--- config.mk ---
export PLATFORM = sky130hd
export DESIGN_NAME = itch_msg_parser_wide
export DESIGN_NICKNAME = d
export VERILOG_FILES = /design/src/rtl/itch_msg_parser_wide.sv
export SDC_FILE = /design/constraint.sdc
export NUM_CORES = 1
export LEC_CHECK = 0
export BUFFER_PORTS_ARGS = -buffer_cell sky130_fd_sc_hd__buf_2
export CORE_MARGIN = 2
export CORE_UTILIZATION = 40
export DETAILED_ROUTE_END_ITERATION = 8
export PLACE_DENSITY = 0.57
export SLEW_MARGIN = 5
export SYNTH_ARGS = -nofsm -noshare
export SYNTH_HDL_FRONTEND = slang
export SYNTH_SLANG_ARGS = --single-unit
--- constraint.sdc ---
create_clock -name clk -period 13.32 [get_ports clk]
set_input_delay 2.664 -clock clk [delete_from_list [all_inputs] [get_ports clk]]
set_output_delay 2.664 -clock clk [all_outputs]
set_load 0.01 [all_outputs]
--- src/rtl/itch_msg_parser_wide.sv ---
// Beat-wide ITCH order-message parser: frames ADD/DELETE/unknown messages from a
// valid/ready beat stream and presents decoded fields on a one-entry registered output.
module itch_msg_parser_wide #(
    parameter int         BEAT_BYTES = 1,
    parameter logic [7:0] TYPE_ADD   = 8'h41,
    parameter logic [7:0] TYPE_DEL   = 8'h44,
    parameter int         CNT_W      = 16
) (
    input  logic                    clk,
    input  logic                    reset,
    input  logic                    in_valid,
    output logic                    in_ready,
    input  logic [8*BEAT_BYTES-1:0] in_data,
    input  logic                    in_sop,
    output logic                    out_valid,
    input  logic                    out_ready,
    output logic [7:0]              out_msg_type,
    output logic [7:0]              out_stock_id,
    output logic [31:0]             out_order_id,
    output logic [31:0]             out_price,
    output logic [31:0]             out_quantity,
    output logic                    out_err,
    output logic [CNT_W-1:0]        msg_count,
    output logic [CNT_W-1:0]        err_count,
    output logic [CNT_W-1:0]        drop_count
);

    localparam logic [4:0] N_ADD = 5'((16 + BEAT_BYTES - 1) / BEAT_BYTES);
    localparam logic [4:0] N_DEL = 5'((6 + BEAT_BYTES - 1) / BEAT_BYTES);

    typedef enum logic {ST_IDLE, ST_COLLECT} state_t;

    state_t           state_q, state_d;
    logic [4:0]       beat_cnt_q, beat_cnt_d;
    logic [4:0]       need_q, need_d;
    logic [15:0][7:0] buf_q, buf_d;
    logic             valid_q, valid_d;
    logic [7:0]       type_q, type_d;
    logic [7:0]       stock_q, stock_d;
    logic [31:0]      order_q, order_d;
    logic [31:0]      price_q, price_d;
    logic [31:0]      qty_q, qty_d;
    logic             err_q, err_d;
    logic [CNT_W-1:0] msg_cnt_q, msg_cnt_d;
    logic [CNT_W-1:0] err_cnt_q, err_cnt_d;
    logic [CNT_W-1:0] drop_cnt_q, drop_cnt_d;

    logic             acc;
    logic             take;
    logic             done;
    logic             is_add;
    logic             is_del;
    logic [4:0]       need_new;
    logic [15:0][7:0] merged;
    int               base;
    int               idx;

    function automatic logic [CNT_W-1:0] sat_inc(input logic [CNT_W-1:0] v);
        return (&v) ? v : v + CNT_W'(1);
    endfunction

    // A slot is free when empty or being drained this cycle; all beats obey it.
    assign in_ready = !valid_q || out_ready;

    always_comb begin
        acc        = in_valid && in_ready;
        take       = valid_q && out_ready;
        done       = 1'b0;
        base       = 0;
        idx        = 0;
        merged     = buf_q;
        state_d    = state_q;
        beat_cnt_d = beat_cnt_q;
        need_d     = need_q;
        buf_d      = buf_q;
        valid_d    = valid_q;
        type_d     = type_q;
        stock_d    = stock_q;
        order_d    = order_q;
        price_d    = price_q;
        qty_d      = qty_q;
        err_d      = err_q;
        msg_cnt_d  = msg_cnt_q;
        err_cnt_d  = err_cnt_q;
        drop_cnt_d = drop_cnt_q;

        // Overlay the current beat onto the capture buffer; bytes past 16 are padding.
        if (acc) begin
            base = in_sop ? 0 : int'(beat_cnt_q) * BEAT_BYTES;
            for (int k = 0; k < BEAT_BYTES; k++) begin
                idx = base + k;
                if (idx < 16) merged[idx[3:0]] = in_data[8*k +: 8];
            end
        end

        need_new = (in_data[7:0] == TYPE_DEL) ? N_DEL : N_ADD;
        is_add   = (merged[0] == TYPE_ADD);
        is_del   = (merged[0] == TYPE_DEL);

        if (acc) begin
            if (in_sop) begin
                if (state_q == ST_COLLECT) drop_cnt_d = sat_inc(drop_cnt_q);
                buf_d  = merged;
                need_d = need_new;
                if (need_new == 5'd1) begin
                    done       = 1'b1;
                    state_d    = ST_IDLE;
                    beat_cnt_d = 5'd0;
                end else begin
                    state_d    = ST_COLLECT;
                    beat_cnt_d = 5'd1;
                end
            end else if (state_q == ST_IDLE) begin
                drop_cnt_d = sat_inc(drop_cnt_q);
            end else begin
                buf_d = merged;
                if (beat_cnt_q == need_q - 5'd1) begin
                    done       = 1'b1;
                    state_d    = ST_IDLE;
                    beat_cnt_d = 5'd0;
                end else begin
                    beat_cnt_d = beat_cnt_q + 5'd1;
                end
            end
        end

        // Loading wins over draining so completion and handshake can share a cycle.
        if (done) begin
            valid_d   = 1'b1;
            type_d    = merged[0];
            stock_d   = merged[1];
            order_d   = {merged[2], merged[3], merged[4], merged[5]};
            price_d   = is_add ? {merged[6], merged[7], merged[8], merged[9]} : 32'd0;
            qty_d     = is_add ? {merged[10], merged[11], merged[12], merged[13]} : 32'd0;
            err_d     = !is_add && !is_del;
            msg_cnt_d = sat_inc(msg_cnt_q);
            if (!is_add && !is_del) err_cnt_d = sat_inc(err_cnt_q);
        end else if (take) begin
            valid_d = 1'b0;
        end
    end

    always_ff @(posedge clk or posedge reset) begin
        if (reset) begin
            state_q    <= ST_IDLE;
            beat_cnt_q <= 5'd0;
            need_q     <= 5'd0;
            valid_q    <= 1'b0;
            type_q     <= 8'd0;
            stock_q    <= 8'd0;
            order_q    <= 32'd0;
            price_q    <= 32'd0;
            qty_q      <= 32'd0;
            err_q      <= 1'b0;
            msg_cnt_q  <= '0;
            err_cnt_q  <= '0;
            drop_cnt_q <= '0;
        end else begin
            state_q    <= state_d;
            beat_cnt_q <= beat_cnt_d;
            need_q     <= need_d;
            valid_q    <= valid_d;
            type_q     <= type_d;
            stock_q    <= stock_d;
            order_q    <= order_d;
            price_q    <= price_d;
            qty_q      <= qty_d;
            err_q      <= err_d;
            msg_cnt_q  <= msg_cnt_d;
            err_cnt_q  <= err_cnt_d;
            drop_cnt_q <= drop_cnt_d;
        end
    end

    // Capture buffer is pure data; stale contents are never read before being overwritten.
    always_ff @(posedge clk) begin
        buf_q <= buf_d;
    end

    assign out_valid    = valid_q;
    assign out_msg_type = type_q;
    assign out_stock_id = stock_q;
    assign out_order_id = order_q;
    assign out_price    = price_q;
    assign out_quantity = qty_q;
    assign out_err      = err_q;
    assign msg_count    = msg_cnt_q;
    assign err_count    = err_cnt_q;
    assign drop_count   = drop_cnt_q;

endmodule

# Word-level counts from Yosys, hierarchy flattened
# Index checks and enable logic that the tools add are counted.
# classes
muxes	30
n_reduce_logical	18
n_eq_ne	7
add_sub_neg	5
magnitude_cmp	3
n_bitwise	2
# ops
cell	count
two-way mux 128 bit	4
bitwise mux 128 bit	1
two-way mux 16 bit	4
two-way mux 32 bit	2
adder 16 x 1 -> 16 bit, second input constant	3
AND reduction 16 bit	3
demux 8 bit (select 4 bit)	1
two-way mux 5 bit	5
equality test 8 x 7 -> 1 bit, second input constant	3
two-way mux 1 bit	12
two-way mux 8 bit	1
AND reduction 2 bit	3
AND reduction 3 bit	2
adder 5 x 1 -> 5 bit, second input constant	1
equality test 5 x 1 -> 1 bit, second input constant	1
equality test 5 bit	1
less-than comparator 4 x 5 -> 1 bit, second input constant	1
less-than comparator 5 bit, second input constant	1
subtractor 5 x 1 -> 5 bit, second input constant	1
>= comparator 4 x 1 -> 1 bit, second input constant	1
logical AND 1 bit	4
nonzero test 2 bit	2
logical NOT 1 bit	3
inequality test 2 x 1 -> 1 bit, second input constant	1
3 further kinds	4
# totals
ff_bits	301
word_cells	94
in_bits	13
output_inout_bits	163

# Logic depth before layout (Yosys ltp)
# Gate-level depths: netlist (run 1).
# depth
depth_word	12
depth_mapped	8
depth_no_buf	7

# Worst setup path after synthesis (run 1)
# OpenSTA, ideal clock, no wires.
# synth_timing
kind	input to register
from	input port in_sop
to	register beat_cnt_q[2]
setup_slack_ns	7.224
required_time_ns	13.192
setup_ns	0.128
arrival_time_ns	5.967
stages	5
path_cell_list	clkbuf_1 > o21ai_0 > inv_1 > o21ai_0 > a32o_1
# synth_between
elab_chain_len	2
elab_cells_between_ends	3
classes_between	mux: 1; reduce/logical: 2
# synth_lines
item	line_no	source
from (decl)	14	input logic in_sop,
nonzero test 2 bit (no source line)	--	
AND reduction 2 bit (no source line)	--	
to (signal assigned)	160	beat_cnt_q <= beat_cnt_d;
to (decl)	34	logic [4:0] beat_cnt_q, beat_cnt_d;
# Parallel ways exist; a longest one is shown, timed or not.
# A chain may end at the register's enable or synchronous reset.

# Worst setup path after layout (run 1)
# layout_timing
from	input port out_ready
to	output port in_ready
# layout_between
elab_chain_len	1
# layout_lines
item	line_no	source
from (decl)	16	input logic out_ready,
logical OR 1 bit	63	assign in_ready = !valid_q || out_ready;
to (decl)	12	output logic in_ready,
# No other way between the ends.

==> results of run 1 <==
==> sequential cells by signal (all words and copies together), names as in the netlist, 2 cells and up <==
name          cells
need_q            2
err_count        16
out_price        32
drop_count       16
beat_cnt_q        5
out_quantity     32
out_stock_id      8
out_msg_type      8
out_order_id     32
msg_count        16
buf_q           112
==> area by class of cell <==
cell class | count | area (µm²) | share of cell area [%]
sequential | 282 | 7620 | 54.5
multi-input combinational | 444 | 3860 | 27.6
timing repair buffer | 182 | 928 | 6.65
clock buffer | 43 | 882 | 6.31
tap | 384 | 480 | 3.44
clock inverter | 15 | 161 | 1.16
inverter | 9 | 41.3 | 0.296
==> Yosys cell counts, types with 2 or more instances <==
library cell and number:
nand2b_1 6, a21oi_1 5, a22o_1 64, nor3_1 11
nor3b_2 2, nor2_1 20, inv_1 9, and4_1 3
xnor2_1 32, edfxtp_1 112, and2_1 4, nor2b_1 3
clkbuf_1 22, and3_1 7, nand4b_1 3, nand3b_1 2
xor2_1 13, mux2_4 2, ha_1 4, mux2_2 163
a21o_1 3, nand2_2 2, nand4_1 23, o21ai_0 6
buf_2 10, nand2_1 22, nand3_1 22, buf_1 7
dfrtp_1 170, nor4_1 4, a32o_1 2
==> metrics by stage <==
stage	instances	setup slack, ps
after floorplan	774	6050
after global placement	1301	7340
after detailed placement	1301	7290
after CTS	1359	7280
after global routing	1359	7250
final	1359	7300
==> worst max-delay path by stage <==
| stage | endpoint | start | depth (start not counted) |
|---|---|---|---|
| 2_1_floorplan | beat_cnt_q[0] | reset | 1 |
| 3_3_place_gp | in_ready | out_ready | 4 |
| 3_5_place_dp | in_ready | out_ready | 4 |
| 4_1_cts | in_ready | out_ready | 4 |
| 5_1_grt | in_ready | out_ready | 4 |
| 6_report | in_ready | out_ready | 4 |
==> layer usage <==
metal | share of wire [%] | wire length, µm
met1 | 48 | 12700
met2 | 46 | 12100
met3 | 5.3 | 1400
met4 | 1.5 | 392
met5 | 0 | 0
==> power by group through the flow <==
stage | Combinational, mW | Clock [mW] | Sequential, mW
floorplan | 0.0811 | 0 | 0.990
global route | 0.134 | 0.928 | 0.981
CTS | 0.124 | 0.887 | 0.976
detailed placement | 0.124 | 0 | 0.993
finish | 0.121 | 0.868 | 0.977
global placement | 0.122 | 0 | 0.992
==> kinds of logic (layout without fill, tap and decap cells) <==
logic type | after synthesis | count (layout)
AND/OR/NAND/NOR | 144 | 144
AO/OA/AOI/OAI | 85 | 85
buffers and inverters | 48 | 249
multiplexers | 166 | 166
adder cells (fa/ha/maj) | 4 | 4
flip-flops | 282 | 282
XOR/XNOR | 45 | 45
==> worst register-to-register path: cells and delay by family, from the launching register on <==
kind / cells / cell delay (ps)
AND/OR/NAND/NOR: 4 / 1420
buffers and inverters: 2 / 840
flip-flops: 1 / 510
multiplexers: 1 / 280
XOR/XNOR: 1 / 140
==> flow_summary_export.csv, run 1 <==
group,metric,value,unit
status,status,"finished clean",
setup_path,path_common_cell,"buf_2",
sta,fmax,166,MHz
sta,min_period,6020,ps
global_route,grt_max_degree,83,
global_route,grt.busiest_layer,"met2",
place,postPlaceCellArea,12900,µm²
setup_path,reg2reg_slack,10050,ps
synth,synth_nets,791,
cts,cts-root-buf,"clkbuf_16",
cts,postCtsResizedCells,0,
power,total_power,1.97,mW
synth,synth_top_cell_by_area,"dfrtp_1",
power,p_sw_share,22.7,%
drt,drc,0,
power,clockPowerShare,44.1,%
cts,cts_buffers,31,
cts,cts.reportedPaths.clkPinSlew,60,ps
global_route,grt_pass1_wl,42100,µm
setup_path,path_delay_family,"buffers and inverters",
min_path,worst_hold_path_type,"flip-flop to flip-flop",
sta,whs,489,ps
min_path,whs_endpoint,"need_q[2]",
global_route,antenna_found_initial,0,
synth,synth-seq-cells,282,
cts,clk_latency,550,ps
drt,drt_iter0_markers,404,
drt,finalWirelength,26600,µm
synth,synth_cell_type_count,47,
global_route,grtUsageMet1,24.8,%
setup_path,worstPathArrival,3360,ps
floorplanning,die-area,30500,µm²
drt,via_per_inst,5.16,
power,power_density,141,nW/µm²
place,place_congestion,0.774,
synth,seq_area_frac_synth,65.3,%
sta,fin_setup_tns,0,ps
synth,synthCells,774,
layout,layout.nets,967,
setup_path,critPathMaxStageDelay,250,ps
synth,synth_compound_area_share,6.04,%
global_route,gr-total-overflow,0,
floorplanning,fp.dieW,175,µm
setup_path,crit_chain,"buf_2 > nor2b_1 > inv_1 > buf_2",
synth,yosysTopAreaCellShare,36.5,%
sta,rsz0062_at_grt,"no",
floorplanning,coreArea,28700,µm²
setup_path,critPathRequiredTime,10660,ps
cts,hold_buffers,0,
synth,yosys-top-cells-area,"dfrtp_1, edfxtp_1, mux2_2",
synth,synth_xor_area_share,3.38,%
synth,synth_edf_count,112,
synth,syn_area_per_cell,15.1,µm²
sta,slew_violations,0,
cts,cts_sinks,282,
global_route,grtUsageTotal,17.5,%
synth,synthArstFlopShare,60.3,%
floorplanning,die_h,175,µm
min_path,hold_depth,1,
drt,routedWlPerCell,19.6,µm
layout,utilization,48.7,%
synth,synth_fa_ha_area_share,0.429,%
floorplanning,num_rows,62,
power,vdd_drop_max,0.0000830,V
synth,yosys.area_share.simple,7.08,%
place,hpwlAfterDp,16500,µm
layout,num-fill-cells,2541,
sta,period_share,45.2,%
sta,fin_worst_skew,14.8,ps
setup_path,crit_slowest_cell,"nor2b_1",
global_route,use_met2,27.5,%
layout,mostFrequentLayoutCells,"buf_2, dfrtp_1, mux2_2, edfxtp_1, a22o_1",
synth,synth_top_family_by_area,"multiplexers",
cts,cts_tree,"done",
setup_path,cp_max_fo,5,
layout,diodes,0,
floorplanning,start_util,40.6,%
layout,area_growth,19.8,%
cts,htreeDepth,1,
cts,clockBufferDepth,3,
layout,drive_above_1_share,41.8,%
power,combPwrFrac,6.2,%
power,power.leakage,6.43,nW
sta,setup_viol,0,
layout,final_common_cell,"buf_2",
place,numPortBuffers,175,
synth,synthesis.area,11700,µm²
floorplanning,io-pin-count,176,
sta,worst-slew-pin-transition,1220,ps
setup_path,reg2regPathDepth,8,
synth,ys_warn_count,0,
setup_path,critPathCaptureType,"primary output",
setup_path,startpoint_type,"input pin",
setup_path,timing.rr.end,"err_count[14]",
setup_path,critPathBufInv,3,
global_route,grt_use_met3,4.05,%
power,switchingPower,0.446,mW
synth,muxShareOfSynthArea,16.1,%
sta,relSlewSlack,18.5,%
setup_path,r2r-start,"beat_cnt_q[1]",
power,intPower,1.52,mW
cts,postCtsSetupRepairBufs,0,
drt,num_vias,7016,
sta,hold_viol,0,
drt,ant_nets,0,
min_path,min_from,"need_q[2]",
drt,dr.pass1.iters,4,
synth,synthFlopType,"dfrtp_1",
job,drv_cap,0,
power,seq_power_share,49.7,%
layout,fin_area,14000,µm²
setup_path,crit_type,"input pin to primary output",
global_route,grt_pass1_vias,7164,
(Power assumes the default switching activity.)
==> run 2: changes to the inputs <==
--- a/config.mk
+++ b/config.mk
@@ -5,6 +5,7 @@
 export SDC_FILE = /design/constraint.sdc
 export NUM_CORES = 1
 export LEC_CHECK = 0
+export ABC_AREA = 1
 export BUFFER_PORTS_ARGS = -buffer_cell sky130_fd_sc_hd__buf_2
 export CORE_MARGIN = 2
 export CORE_UTILIZATION = 40
==> constraint.sdc (replaced) <==
create_clock -name clk -period 5.8 [get_ports clk]
set_input_delay 1.16 -clock clk [delete_from_list [all_inputs] [get_ports clk]]
set_output_delay 1.16 -clock clk [all_outputs]
set_load 0.01 [all_outputs]
==> flow_summary_export.csv, run 2 <==
group,metric,value,unit
setup_path,timing.rr.end,"out_price[21]",
synth,synthFlopType,"dfrtp_1",
sta,fin_worst_skew,18.2,ps
setup_path,reg2reg_slack,2190,ps
status,status,"finished clean",
setup_path,reg2regPathDepth,8,
power,vdd_drop_max,0.000220,V
layout,diodes,0,
drt,drc,0,
layout,final_common_cell,"nand2_1",
setup_path,cp_max_fo,57,
cts,clockBufferDepth,3,
power,combPwrFrac,10.1,%
setup_path,crit_slowest_cell,"inv_4",
floorplanning,start_util,40.4,%
layout,num-fill-cells,3040,
global_route,gr-total-overflow,0,
global_route,grt_max_degree,83,
drt,ant_nets,0,
sta,min_period,3790,ps
layout,utilization,47.6,%
sta,fin_setup_tns,0,ps
floorplanning,fp.dieW,179,µm
cts,cts_sinks,282,
synth,synth_edf_count,112,
sta,relSlewSlack,31.9,%
global_route,grt_pass1_vias,8971,
sta,fmax,264,MHz
synth,synth-seq-cells,282,
synth,synth_cell_type_count,36,
cts,cts-root-buf,"clkbuf_16",
setup_path,startpoint_type,"input pin",
min_path,worst_hold_path_type,"flip-flop to flip-flop",
floorplanning,coreArea,30400,µm²
job,drv_cap,0,
synth,synth_top_cell_by_area,"dfrtp_1",
global_route,grt_pass1_wl,49100,µm
setup_path,critPathBufInv,5,
power,seq_power_share,48.9,%
cts,postCtsResizedCells,0,
synth,yosysTopAreaCellShare,34.6,%
setup_path,worstPathArrival,4250,ps
setup_path,cp.depth,10,
place,hpwlAfterDp,19400,µm
global_route,grtUsageTotal,19.3,%
power,total_power,4.79,mW
setup_path,path_delay_family,"buffers and inverters",
drt,num_vias,9431,
layout,largest_reg_flops,112,
drt,dr.pass1.iters,5,
floorplanning,die-area,32200,µm²
setup_path,crit_start,"out_ready",
cts,clk_latency,550,ps
layout,regMostFlops,"buf_q",
layout,drive_above_1_share,16.6,%
power,power_density,331,nW/µm²
synth,synth_most_common_cell,"nand2_1",
place,pre_cts_ws,1380,ps
synth,synthCells,1313,
drt,finalWirelength,30900,µm
cts,cts_tree,"done",
power,p_sw_share,25.1,%
cts,cts_buffers,30,
global_route,antenna_found_initial,0,
synth,ys_warn_count,0,
synth,ys_top_cells_by_count,"nand2_1, dfrtp_1, o21ai_0, edfxtp_1, inv_1",
drt,routedWlPerCell,16.4,µm
power,intPower,3.59,mW
setup_path,critPathRequiredTime,6250,ps
power,switchingPower,1.20,mW
cts,hold_buffers,0,
synth,synthArstFlopShare,60.3,%
floorplanning,die_h,179,µm
setup_path,crit_chain,"buf_2 > inv_1 > nand2_1 > nand2_1 > inv_1 > nand4_4 > inv_4 > buf_4 > nand2_1 > o21ai_1",
synth,seq_area_frac_synth,62.0,%
cts,cts.reportedPaths.clkPinSlew,60,ps
drt,drt_iter0_markers,699,
setup_path,critPathMaxStageDelay,810,ps
place,dp.cells,1830,
layout,area_growth,17.8,%
layout,mostFrequentLayoutCells,"nand2_1, buf_2, dfrtp_1, o21ai_0, edfxtp_1",
sta,layout_setup_ws,2010,ps
power,clockPowerShare,41.0,%
drt,via_per_inst,5.00,
power,power.leakage,6.92,nW
floorplanning,io-pin-count,176,
sta,slew_violations,0,
synth,yosys-top-cells-area,"dfrtp_1, edfxtp_1, nand2_1",
setup_path,crit_type,"input pin to flip-flop",
synth,synth_nets,1330,
sta,period_share,65.4,%
synth,synthesis.area,12300,µm²
setup_path,r2r-start,"beat_cnt_q[1]",
place,numPortBuffers,175,
setup_path,critPathCaptureType,"flip-flop",
setup_path,worstSetupEndpoint,"out_price[21]",
layout,final_cells,1886,
cts,postCtsSetupRepairBufs,0,
floorplanning,num_rows,64,
sta,setup_viol,0,
setup_path,path_common_cell,"nand2_1",
sta,hold_viol,0,
synth,syn_area_per_cell,9.36,µm²
sta,rsz0062_at_grt,"no",
layout,layout.nets,1483,
cts,htreeDepth,1,
sta,worst-slew-pin-transition,1020,ps
place,place_congestion,0.860,
[run 2: layout make-up]
cell class	instances	area, µm²	share of cell area [%]
Clock buffer	42	847	5.85
Timing Repair Buffer	181	921	6.36
Clock inverter	14	166	1.15
Inverter	68	265	1.83
Tap cell	396	495	3.42
Sequential cell	282	7620	52.6
Multi-Input combinational cell	903	4170	28.8
[run 2: cells by family (layout without fill, tap and decap cells)]
family                     Yosys count  in the layout  synth area share (%)
and+or+nand+nor                    659            659                  22.3
DFF                                282            282                  62.0
xor gates and xnor gates            42             42                  2.99
AOI/OAI and AO/OA                  197            197                  8.09
muxes                                1              1                0.0916
buffers and inverters              128            305                  4.19
adders and majority gates            4              4                 0.407
[run 2: worst min path at each step]
stage | startpoint | to | slack (ps) | cells past startpoint
final | out_msg_type[0] | out_msg_type[0] | 480 | 2
after floorplan | state_q | state_q | 500 | 2
after global placement | out_order_id[6] | out_order_id[6] | 460 | 2
after CTS | out_order_id[6] | out_order_id[6] | 480 | 2
after detailed placement | out_order_id[27] | out_order_id[27] | 460 | 2
after global routing | out_order_id[5] | out_order_id[5] | 500 | 2
[run 2: per-stage QoR]
| step | cell area [µm²] | hold slack, ps |
|---|---|---|
| global route | 14500 | 498 |
| finish | 14500 | 479 |
| CTS | 14500 | 481 |
| detailed placement | 13500 | 459 |
| floorplan | 12300 | 497 |
| global placement | 13500 | 462 |
[run 2: power groups by stage]
stage / Clock [mW] / Combinational [mW] / Sequential (mW)
final: 1.97 / 0.481 / 2.34
after global routing: 2.10 / 0.553 / 2.36
after CTS: 2.01 / 0.488 / 2.34
after detailed placement: 0 / 0.487 / 2.38
after global placement: 0 / 0.480 / 2.38
after floorplan: 0 / 0.293 / 2.39
[run 2: routing by layer]
| metal | wire length, µm | part of all wire (%) | global-route usage, % | vias to the layer above |
|---|---|---|---|---|
| met5 | 0 | 0 | 0 | - |
| met4 | 743 | 2.4 | 5.21 | 0 |
| met3 | 1630 | 5.3 | 2.57 | 57 |
| met2 | 13800 | 45 | 30.0 | 237 |
| met1 | 14600 | 47 | 28.4 | 4494 |
| li1 | - | - | - | 4643 |
[run 2: worst reg2reg max path, delay by kind of cell, from the launching register on]
kind | cells | cell delay, ps
flip-flops | 1 | 440
AO/OA/AOI/OAI | 2 | 260
AND/OR/NAND/NOR | 3 | 1220
buffers and inverters | 3 | 1590
